## config.mk

```make
export PLATFORM = sky130hd
export DESIGN_NAME = sys_ctrl
export DESIGN_NICKNAME = d
export VERILOG_FILES = /design/src/rtl/sys_ctrl_pkg.sv /design/src/rtl/sys_ctrl.sv
export SDC_FILE = /design/constraint.sdc
export NUM_CORES = 1
export LEC_CHECK = 0
export CAP_MARGIN = 15
export CORE_ASPECT_RATIO = 1.5
export CORE_MARGIN = 5
export CORE_UTILIZATION = 30
export CTS_BUF_LIST = sky130_fd_sc_hd__clkbuf_2
export DETAILED_ROUTE_END_ITERATION = 8
export PLACE_DENSITY = 0.61
export SYNTH_ARGS = -nofsm -noshare
export SYNTH_HDL_FRONTEND = slang
export SYNTH_SLANG_ARGS = --single-unit
export TNS_END_PERCENT = 20
```

## constraint.sdc

```tcl
create_clock -name clk -period 1.55 [get_ports clk]
set_input_delay 0.3875 -clock clk [delete_from_list [all_inputs] [get_ports clk]]
set_output_delay 0.3875 -clock clk [all_outputs]
set_load 0.05 [all_outputs]
```

## src/rtl/sys_ctrl_pkg.sv

```systemverilog
// Shared definitions for the command sequencer: frame command codes,
// ALU operand register addresses and the sequencer state encoding.
package sys_ctrl_pkg;

  localparam int unsigned CMD_WIDTH = 8;

  localparam logic [CMD_WIDTH-1:0] CMD_WR      = 8'hAA;
  localparam logic [CMD_WIDTH-1:0] CMD_RD      = 8'hBB;
  localparam logic [CMD_WIDTH-1:0] CMD_ALU_OP  = 8'hCC;
  localparam logic [CMD_WIDTH-1:0] CMD_ALU_NOP = 8'hDD;

  // Register-file slots holding the ALU operands
  localparam int unsigned OPA_ADDR = 0;
  localparam int unsigned OPB_ADDR = 1;

  typedef enum logic [3:0] {
    IDLE,
    WR_ADDR,
    WR_DATA,
    RD_ADDR,
    RD_WAIT,
    ALU_A,
    ALU_B,
    ALU_FUN,
    ALU_WAIT,
    TX_LSB,
    TX_MSB
  } state_e;

endpackage

```

## src/rtl/sys_ctrl.sv

```systemverilog
// Command sequencer: decodes RX frames into reg-file writes/reads and ALU
// operations, then pushes the result bytes into the TX FIFO.
// Ports:
//   clk, reset                       reference clock, synchronous active-high reset
//   rx_p_data, rx_d_vld              synchronized RX byte and its valid pulse
//   rd_data, rd_data_valid           reg-file read return
//   alu_out, alu_out_valid           ALU result return
//   fifo_full                        TX FIFO back-pressure
//   wr_en, rd_en, address, wr_data   reg-file access (registered)
//   alu_en, alu_fun, clk_gate_en     ALU control (registered)
//   tx_p_data, tx_d_vld              TX FIFO write (registered)
module sys_ctrl
  import sys_ctrl_pkg::*;
#(
  parameter int unsigned DATA_WIDTH = 8,
  parameter int unsigned ADDR_WIDTH = 4,
  parameter int unsigned ALU_WIDTH  = 16,
  parameter int unsigned FUN_WIDTH  = 4
) (
  input  logic                  clk,
  input  logic                  reset,
  input  logic [DATA_WIDTH-1:0] rx_p_data,
  input  logic                  rx_d_vld,
  input  logic [DATA_WIDTH-1:0] rd_data,
  input  logic                  rd_data_valid,
  input  logic [ALU_WIDTH-1:0]  alu_out,
  input  logic                  alu_out_valid,
  input  logic                  fifo_full,
  output logic                  wr_en,
  output logic                  rd_en,
  output logic [ADDR_WIDTH-1:0] address,
  output logic [DATA_WIDTH-1:0] wr_data,
  output logic                  alu_en,
  output logic [FUN_WIDTH-1:0]  alu_fun,
  output logic                  clk_gate_en,
  output logic [DATA_WIDTH-1:0] tx_p_data,
  output logic                  tx_d_vld
);

  state_e                state_q, state_nxt;
  logic [ALU_WIDTH-1:0]  result_q, result_nxt;
  logic                  is_alu_q, is_alu_nxt;   // result is two bytes wide

  logic                  wr_en_nxt, rd_en_nxt, alu_en_nxt, clk_gate_en_nxt, tx_d_vld_nxt;
  logic [ADDR_WIDTH-1:0] address_nxt;
  logic [DATA_WIDTH-1:0] wr_data_nxt, tx_p_data_nxt;
  logic [FUN_WIDTH-1:0]  alu_fun_nxt;

  // Next-state and next-output decode
  always_comb begin
    state_nxt       = state_q;
    result_nxt      = result_q;
    is_alu_nxt      = is_alu_q;
    wr_en_nxt       = 1'b0;
    rd_en_nxt       = 1'b0;
    tx_d_vld_nxt    = 1'b0;
    alu_en_nxt      = alu_en;
    clk_gate_en_nxt = clk_gate_en;
    address_nxt     = address;
    wr_data_nxt     = wr_data;
    tx_p_data_nxt   = tx_p_data;
    alu_fun_nxt     = alu_fun;

    case (state_q)
      IDLE: begin
        if (rx_d_vld) begin
          if (rx_p_data == DATA_WIDTH'(CMD_WR))           state_nxt = WR_ADDR;
          else if (rx_p_data == DATA_WIDTH'(CMD_RD))      state_nxt = RD_ADDR;
          else if (rx_p_data == DATA_WIDTH'(CMD_ALU_OP))  state_nxt = ALU_A;
          else if (rx_p_data == DATA_WIDTH'(CMD_ALU_NOP)) state_nxt = ALU_FUN;
        end
      end
      WR_ADDR: begin
        if (rx_d_vld) begin
          address_nxt = rx_p_data[ADDR_WIDTH-1:0];
          state_nxt   = WR_DATA;
        end
      end
      WR_DATA: begin
        if (rx_d_vld) begin
          wr_data_nxt = rx_p_data;
          wr_en_nxt   = 1'b1;
          state_nxt   = IDLE;
        end
      end
      RD_ADDR: begin
        if (rx_d_vld) begin
          address_nxt = rx_p_data[ADDR_WIDTH-1:0];
          rd_en_nxt   = 1'b1;
          state_nxt   = RD_WAIT;
        end
      end
      RD_WAIT: begin
        if (rd_data_valid) begin
          result_nxt = ALU_WIDTH'(rd_data);
          is_alu_nxt = 1'b0;
          state_nxt  = TX_LSB;
        end
      end
      ALU_A: begin
        if (rx_d_vld) begin
          address_nxt = ADDR_WIDTH'(OPA_ADDR);
          wr_data_nxt = rx_p_data;
          wr_en_nxt   = 1'b1;
          state_nxt   = ALU_B;
        end
      end
      ALU_B: begin
        if (rx_d_vld) begin
          address_nxt = ADDR_WIDTH'(OPB_ADDR);
          wr_data_nxt = rx_p_data;
          wr_en_nxt   = 1'b1;
          state_nxt   = ALU_FUN;
        end
      end
      ALU_FUN: begin
        if (rx_d_vld) begin
          alu_fun_nxt     = rx_p_data[FUN_WIDTH-1:0];
          alu_en_nxt      = 1'b1;
          clk_gate_en_nxt = 1'b1;
          state_nxt       = ALU_WAIT;
        end
      end
      ALU_WAIT: begin
        if (alu_out_valid) begin
          result_nxt = alu_out;
          is_alu_nxt = 1'b1;
          alu_en_nxt = 1'b0;
          state_nxt  = TX_LSB;
        end
      end
      TX_LSB: begin
        if (!fifo_full) begin
          tx_p_data_nxt = result_q[DATA_WIDTH-1:0];
          tx_d_vld_nxt  = 1'b1;
          state_nxt     = is_alu_q ? TX_MSB : IDLE;
        end
      end
      TX_MSB: begin
        if (!fifo_full) begin
          tx_p_data_nxt   = DATA_WIDTH'(result_q[ALU_WIDTH-1:DATA_WIDTH]);
          tx_d_vld_nxt    = 1'b1;
          clk_gate_en_nxt = 1'b0;
          state_nxt       = IDLE;
        end
      end
      default: state_nxt = IDLE;
    endcase
  end

  // State, holding registers and registered outputs
  always_ff @(posedge clk) begin
    if (reset) begin
      state_q     <= IDLE;
      result_q    <= '0;
      is_alu_q    <= 1'b0;
      wr_en       <= 1'b0;
      rd_en       <= 1'b0;
      address     <= '0;
      wr_data     <= '0;
      alu_en      <= 1'b0;
      alu_fun     <= '0;
      clk_gate_en <= 1'b0;
      tx_p_data   <= '0;
      tx_d_vld    <= 1'b0;
    end else begin
      state_q     <= state_nxt;
      result_q    <= result_nxt;
      is_alu_q    <= is_alu_nxt;
      wr_en       <= wr_en_nxt;
      rd_en       <= rd_en_nxt;
      address     <= address_nxt;
      wr_data     <= wr_data_nxt;
      alu_en      <= alu_en_nxt;
      alu_fun     <= alu_fun_nxt;
      clk_gate_en <= clk_gate_en_nxt;
      tx_p_data   <= tx_p_data_nxt;
      tx_d_vld    <= tx_d_vld_nxt;
    end
  end

endmodule

```

==> flow_metrics.tcl, run 1 <==
set metrics [dict create \
    grt_pass1_vias 2100 \
    route.detailed.drc 0 \
    swShare 0.368 \
    clockPowerShare 0.116 \
    final_cell_mix "46 x dfxtp_1, 43 x nor2_1, 36 x buf_4" \
    gp_congestion 0.746 \
    power.total_w 0.00437 \
    worst_slack_ps -93.9 \
    post_dp_cell_area_um2 3660 \
    pwr-share-comb 0.513 \
    final_cell_area_um2 3940 \
    synth_xor_area_frac 0.0150 \
    nets 383 \
    cts_tree "done" \
    grt.total_usage 0.132 \
    grt-ovfl-total 0 \
    htreeDepth 2 \
    critPathMaxFanout 7 \
    grt_max_degree 42 \
    post_drt_wl_per_cell_um 13.8 \
    seq_area_frac_synth 0.428 \
    crit_arrival_ps 1980 \
    drtPass1Iterations 4 \
    violations "setup timing" \
    synth_top_family_by_area "simple AND/OR/NAND/NOR gates" \
    drt_iter0_drc 186 \
    postSynth.asyncResetShare 0 \
    die_x_um 82.1 \
    yosys_register_bits 50 \
    cts_buffers 5 \
    tns_ps -157 \
    peakVddDrop_v 0.000446 \
    ys_types 48 \
    synthCells 245 \
    port_buffers 66 \
    min_path_type "in -> reg" \
    setup_viol 3 \
    muxShareOfSynthArea 0.129 \
    ant_nets 0 \
    core_um2 7610 \
    layout-drive-gt1-share 0.318 \
    rsz0062_at_grt "true" \
    die-area_um2 9700 \
    min_period_over_period 1.06 \
    syn_area_um2 2340 \
    max_cap_violations 0 \
    clock_sinks 50 \
    pwr-share-seq 0.371 \
    synth_nets 283 \
    synth_ff_type "dfxtp_1" \
    power_density_nw_per_um2 1110 \
    start_util 0.307 \
    grt_first_pass_wirelength_um 10200 \
    worstSetupStartpointType "flop" \
    synth_fa_ha_area_frac 0 \
    p_leak_nw 1.41 \
    synth_warnings 0 \
    synth_compound_area_frac 0.170 \
    status "finished with violations" \
    root_buffer "clkbuf_2" \
    num_io_pins 67 \
    p_switching_w 0.00161 \
    p_int_w 0.00276 \
    area_delta_synth_final_pct 68.3 \
    worst_slew_pin_slew_ps 468 \
    max_clock_freq_mhz 608 \
    rows 39 \
    worstSetupEndpointType "flop" \
    detail_route.vias_per_cell 4.72 \
    final_common_cell "dfxtp_1" \
    finalCriticalPeriod_ps 1640 \
    clk_latency_ps 420 \
    antenna_found_initial 1 \
    clock_path_buffers 2 \
    crit_type "reg -> reg" \
    avgSynthCellArea_um2 9.55 \
    vias 2119 \
    finalWirelength_um 6190 \
    ctsHoldBuffers 0 \
    place_hpwl_um 4700 \
    fin_skew_ps 20.0 \
    dieHeight_um 118 \
    synth_simple_gate_area_frac 0.213 \
    maxSlewHeadroom 0.685 \
    cp.required_ps 1890 \
    clk_pin_slew_ps 230 \
    slew_viol_final 0 \
    synth_edf_count 0 \
    hold_viol 0 \
]
==> power groups by stage <==
stage,clock [W],sequential (W),combinational (W)
3_3_place_gp,0,0.00162,0.00186
5_1_grt,0.000595,0.00165,0.00242
4_1_cts,0.000534,0.00162,0.00203
3_5_place_dp,0,0.00163,0.00187
6_report,0.000505,0.00162,0.00224
2_1_floorplan,0,0.00171,0.00104
==> flip-flops by register name, summed over array words and instances (netlist names) <==
name,count
state_q,4
wr_data,8
tx_d_vld,1
address,4
rd_en,1
clk_gate_en,1
wr_en,1
tx_p_data,8
is_alu_q,1
result_q,16
alu_fun,4
alu_en,1
==> cells by family after synthesis <==
group / after synthesis
and+or+nand+nor: 89
AOI/OAI and AO/OA: 52
DFF: 50
muxes: 30
buffers and inverters: 20
xor gates and xnor gates: 4
==> per-layer routing <==
| metal | vias to the layer above | share of wire | wire (µm) | global-route usage |
|---|---|---|---|---|
| met5 | - | 0 | 0 | 0 |
| met4 | 0 | 0.018 | 114 | 0.0457 |
| met3 | 7 | 0.040 | 249 | 0.0228 |
| met2 | 44 | 0.52 | 3190 | 0.229 |
| met1 | 985 | 0.43 | 2640 | 0.161 |
| li1 | 1083 | - | - | - |
==> cell usage after synthesis, types with 2 or more instances <==
library cell / n / area [µm²]
nor4_1: 2 / 12.5
nor2b_1: 4 / 25.0
a21oi_1: 9 / 45.0
clkbuf_1: 6 / 22.5
mux2_1: 2 / 22.5
or3_1: 2 / 12.5
a22oi_1: 8 / 60.1
and2_1: 2 / 12.5
mux2i_1: 28 / 280
nand3b_1: 2 / 15.0
nand2_1: 3 / 11.3
o211ai_1: 3 / 22.5
nor4bb_1: 5 / 50.1
xor2_1: 2 / 17.5
nor3b_4: 2 / 37.5
nand3_1: 5 / 25.0
buf_4: 4 / 30.0
nor2_1: 44 / 165
a211oi_1: 17 / 128
nor3_1: 3 / 15.0
buf_2: 7 / 35.0
inv_1: 2 / 7.51
nand2b_1: 8 / 50.1
dfxtp_1: 50 / 1000
xnor2_1: 2 / 17.5
==> metrics by stage <==
step                      hold WS (ps)   util  setup WS, ps  cells
after detailed placement           483  0.480          -555    433
final                              320  0.517         -93.9    449
after global routing               285  0.517          -128    449
after CTS                          291  0.499         -66.6    444
after floorplan                    465      -         -34.2    245
after global placement             478  0.480          -524    433
==> critical path: stages, from the launching register on <==
cell and delay (ps):
dfxtp_4 430, or3b_4 380, o2111a_2 190, or4b_1 500, o31ai_1 80
==> what timing repair did <==
item / 4_1_cts / 5_1_grt
setup endpoints to repair: 24 / 40
pin swaps: 3 / 7
gates cloned: 1 / 0
gates resized for setup: 17 / 22
setup buffers: 2 / 4
==> path summary, 6_finish.rpt <==
path / start / endpoint / slack, ps / depth (start not counted)
setup / recovery: state_q[2] / state_q[2] / -90 / 4
hold reg to reg: state_q[3] / rd_en / 520 / 1
hold / removal: reset / wr_data[4] / 320 / 2
setup reg to reg: state_q[2] / state_q[2] / -90 / 4
==> cell type report <==
cell class,count,area [µm²]
antenna,1,2.50
clock buffer,5,25.0
clock inverter,3,16.3
fill,721,3670
inverter,2,7.51
multi-input combinational,175,1380
sequential,50,1010
tap,102,128
timing repair buffer,111,1370
Note: power is estimated with default switching activity, not from simulation.
==> run 2, diff against run 1 <==
- CORE_ASPECT_RATIO: 1.5 -> unset
- CTS_CLUSTER_SIZE: unset -> 10
- SLEW_MARGIN: unset -> 15
==> run 2 against run 1 <==
Net effect:
- the run still ends with setup timing left
- final cell count shrank 1.8%
- critical endpoint unchanged
- sequential cell count is the same
- non-clock buffer count shrank 8
- sequential power grew 4%
==> flow_metrics.tcl, run 2 (same netlist as run 1, synthesis figures left out) <==
set metrics [dict create \
    cts_buffers 5 \
    grt-ovfl-total 0 \
    num_io_pins 67 \
    final_cell_area_um2 3870 \
    grt_first_pass_wirelength_um 11000 \
    min_period_over_period 1.07 \
    slowest_delay_ps 480 \
    worstSetupStartpointType "flop" \
    max_clock_freq_mhz 602 \
    core_um2 7650 \
    p_int_w 0.00282 \
    p_switching_w 0.00168 \
    gp_congestion 0.792 \
    dieHeight_um 98.3 \
    peakVddDrop_v 0.000502 \
    status "finished with violations" \
    detail_route.vias_per_cell 4.87 \
    cts_setup_buffers 0 \
    grt_pass1_vias 2133 \
    port_buffers 66 \
    die-area_um2 9660 \
    swShare 0.374 \
    layout-drive-gt1-share 0.310 \
    htreeDepth 2 \
    root_buffer "clkbuf_2" \
    grt.total_usage 0.141 \
    regMostFlops "result_q" \
    antenna_found_initial 0 \
    grt_max_degree 35 \
    final_cell_mix "46 x dfxtp_1, 43 x nor2_1, 36 x clkdlybuf4s50_1" \
    clk_latency_ps 440 \
    whs_ps 224 \
    place_hpwl_um 4770 \
    vias 2146 \
    drtPass1Iterations 4 \
    rows 32 \
    clk_pin_slew_ps 270 \
    post_dp_cell_area_um2 3640 \
    area_delta_synth_final_pct 65.5 \
    setup_viol 12 \
    critPathMaxFanout 7 \
    post_drt_wl_per_cell_um 15.5 \
    crit_arrival_ps 2030 \
    max_cap_violations 0 \
    worst_slew_pin_slew_ps 420 \
    tns_ps -469 \
    drt_iter0_drc 128 \
    finalWirelength_um 6840 \
    final_common_cell "dfxtp_1" \
    cts_tree "done" \
    pwr-share-comb 0.466 \
    rsz0062_at_grt "true" \
    clock_sinks 50 \
    top_regs "result_q (16), tx_p_data (8), wr_data (8)" \
    clockPowerShare 0.159 \
    clock_path_buffers 2 \
    slew_viol_final 0 \
    cp_cell_sequence "or3b_4, o2111a_2, or4b_1, o31ai_1" \
    maxSlewHeadroom 0.718 \
    worst_path_max_delay_cell "or4b_1" \
    power_density_nw_per_um2 1160 \
    hold_viol 0 \
    die_x_um 98.3 \
    nets 376 \
    p_leak_nw 1.33 \
    power.total_w 0.00451 \
    ant_nets 0 \
    pwr-share-seq 0.374 \
    finish.utilization 0.506 \
    finalCriticalPeriod_ps 1660 \
    crit_type "reg -> reg" \
    min_path_type "in -> reg" \
    violations "setup timing" \
    largest_register_ffs 16 \
    start_util 0.306 \
    worst_slack_ps -110 \
    diodes 0 \
    cp.required_ps 1920 \
    fin_skew_ps 17.6 \
    route.detailed.drc 0 \
    worstSetupEndpointType "flop" \
]
-- run 2: cell types whose count changed in the layout (fill, tap and decap cells not counted), sizes merged, moves of 2 or more --
cell	previous run	this run
buf	75	67
clkdlybuf4s50	34	36
clkinv	3	1
dlymetal6s2s	2	0
-- run 2: layer usage --
layer / vias to the layer above / routed length, µm / track usage
met1: 1014 / 3180 / 0.190
met2: 51 / 3300 / 0.224
li1: 1074 / - / -
met4: 0 / 79 / 0.0441
met3: 7 / 275 / 0.0293
met5: - / 0 / 0
-- run 2: timing repair --
item | 4_1_cts | 5_1_grt
gates cloned | 1 | 1
resized for setup | 16 | 16
pin swaps | 3 | 4
endpoints found under the setup margin | 31 | 39
hold buffers | 0 | 0
-- run 2: final timing paths --
kind | to | from | cells past startpoint | slack (ps)
worst min-delay path | rd_en | reset | 2 | 220
worst min register to register | address[0] | address[0] | 2 | 530
worst max-delay path | state_q[2] | state_q[2] | 4 | -110
worst max register to register | state_q[2] | state_q[2] | 4 | -110
-- run 2: final cells by class --
cell class	instances	area [µm²]
multi-input cells	176	1370
flip-flops and latches	50	1020
clock inverters	3	43.8
fillers	674	3770
inverters	2	7.51
clock buffers	5	25.0
well taps	102	128
repair buffers	103	1280
-- run 2: power groups by stage --
stage          Combinational (W)  Sequential (W)  Clock, W
6_report                 0.00210         0.00169  0.000718
5_1_grt                  0.00226         0.00172  0.000809
4_1_cts                  0.00202         0.00166  0.000745
3_5_place_dp             0.00186         0.00166         0
3_3_place_gp             0.00185         0.00165         0
2_1_floorplan            0.00104         0.00171         0
-- run 2: metrics by stage --
stage	cells	setup WS, ps
2_1_floorplan	245	-34.2
3_3_place_gp	431	-533
3_5_place_dp	431	-525
4_1_cts	440	-94.4
5_1_grt	441	-161
6_report	441	-110
-- run 2: critical path, delay by kind of cell (launching register included) --
kind | cells | cell delay [ps]
simple gates | 2 | 870
flops | 1 | 460
compound gates | 2 | 270
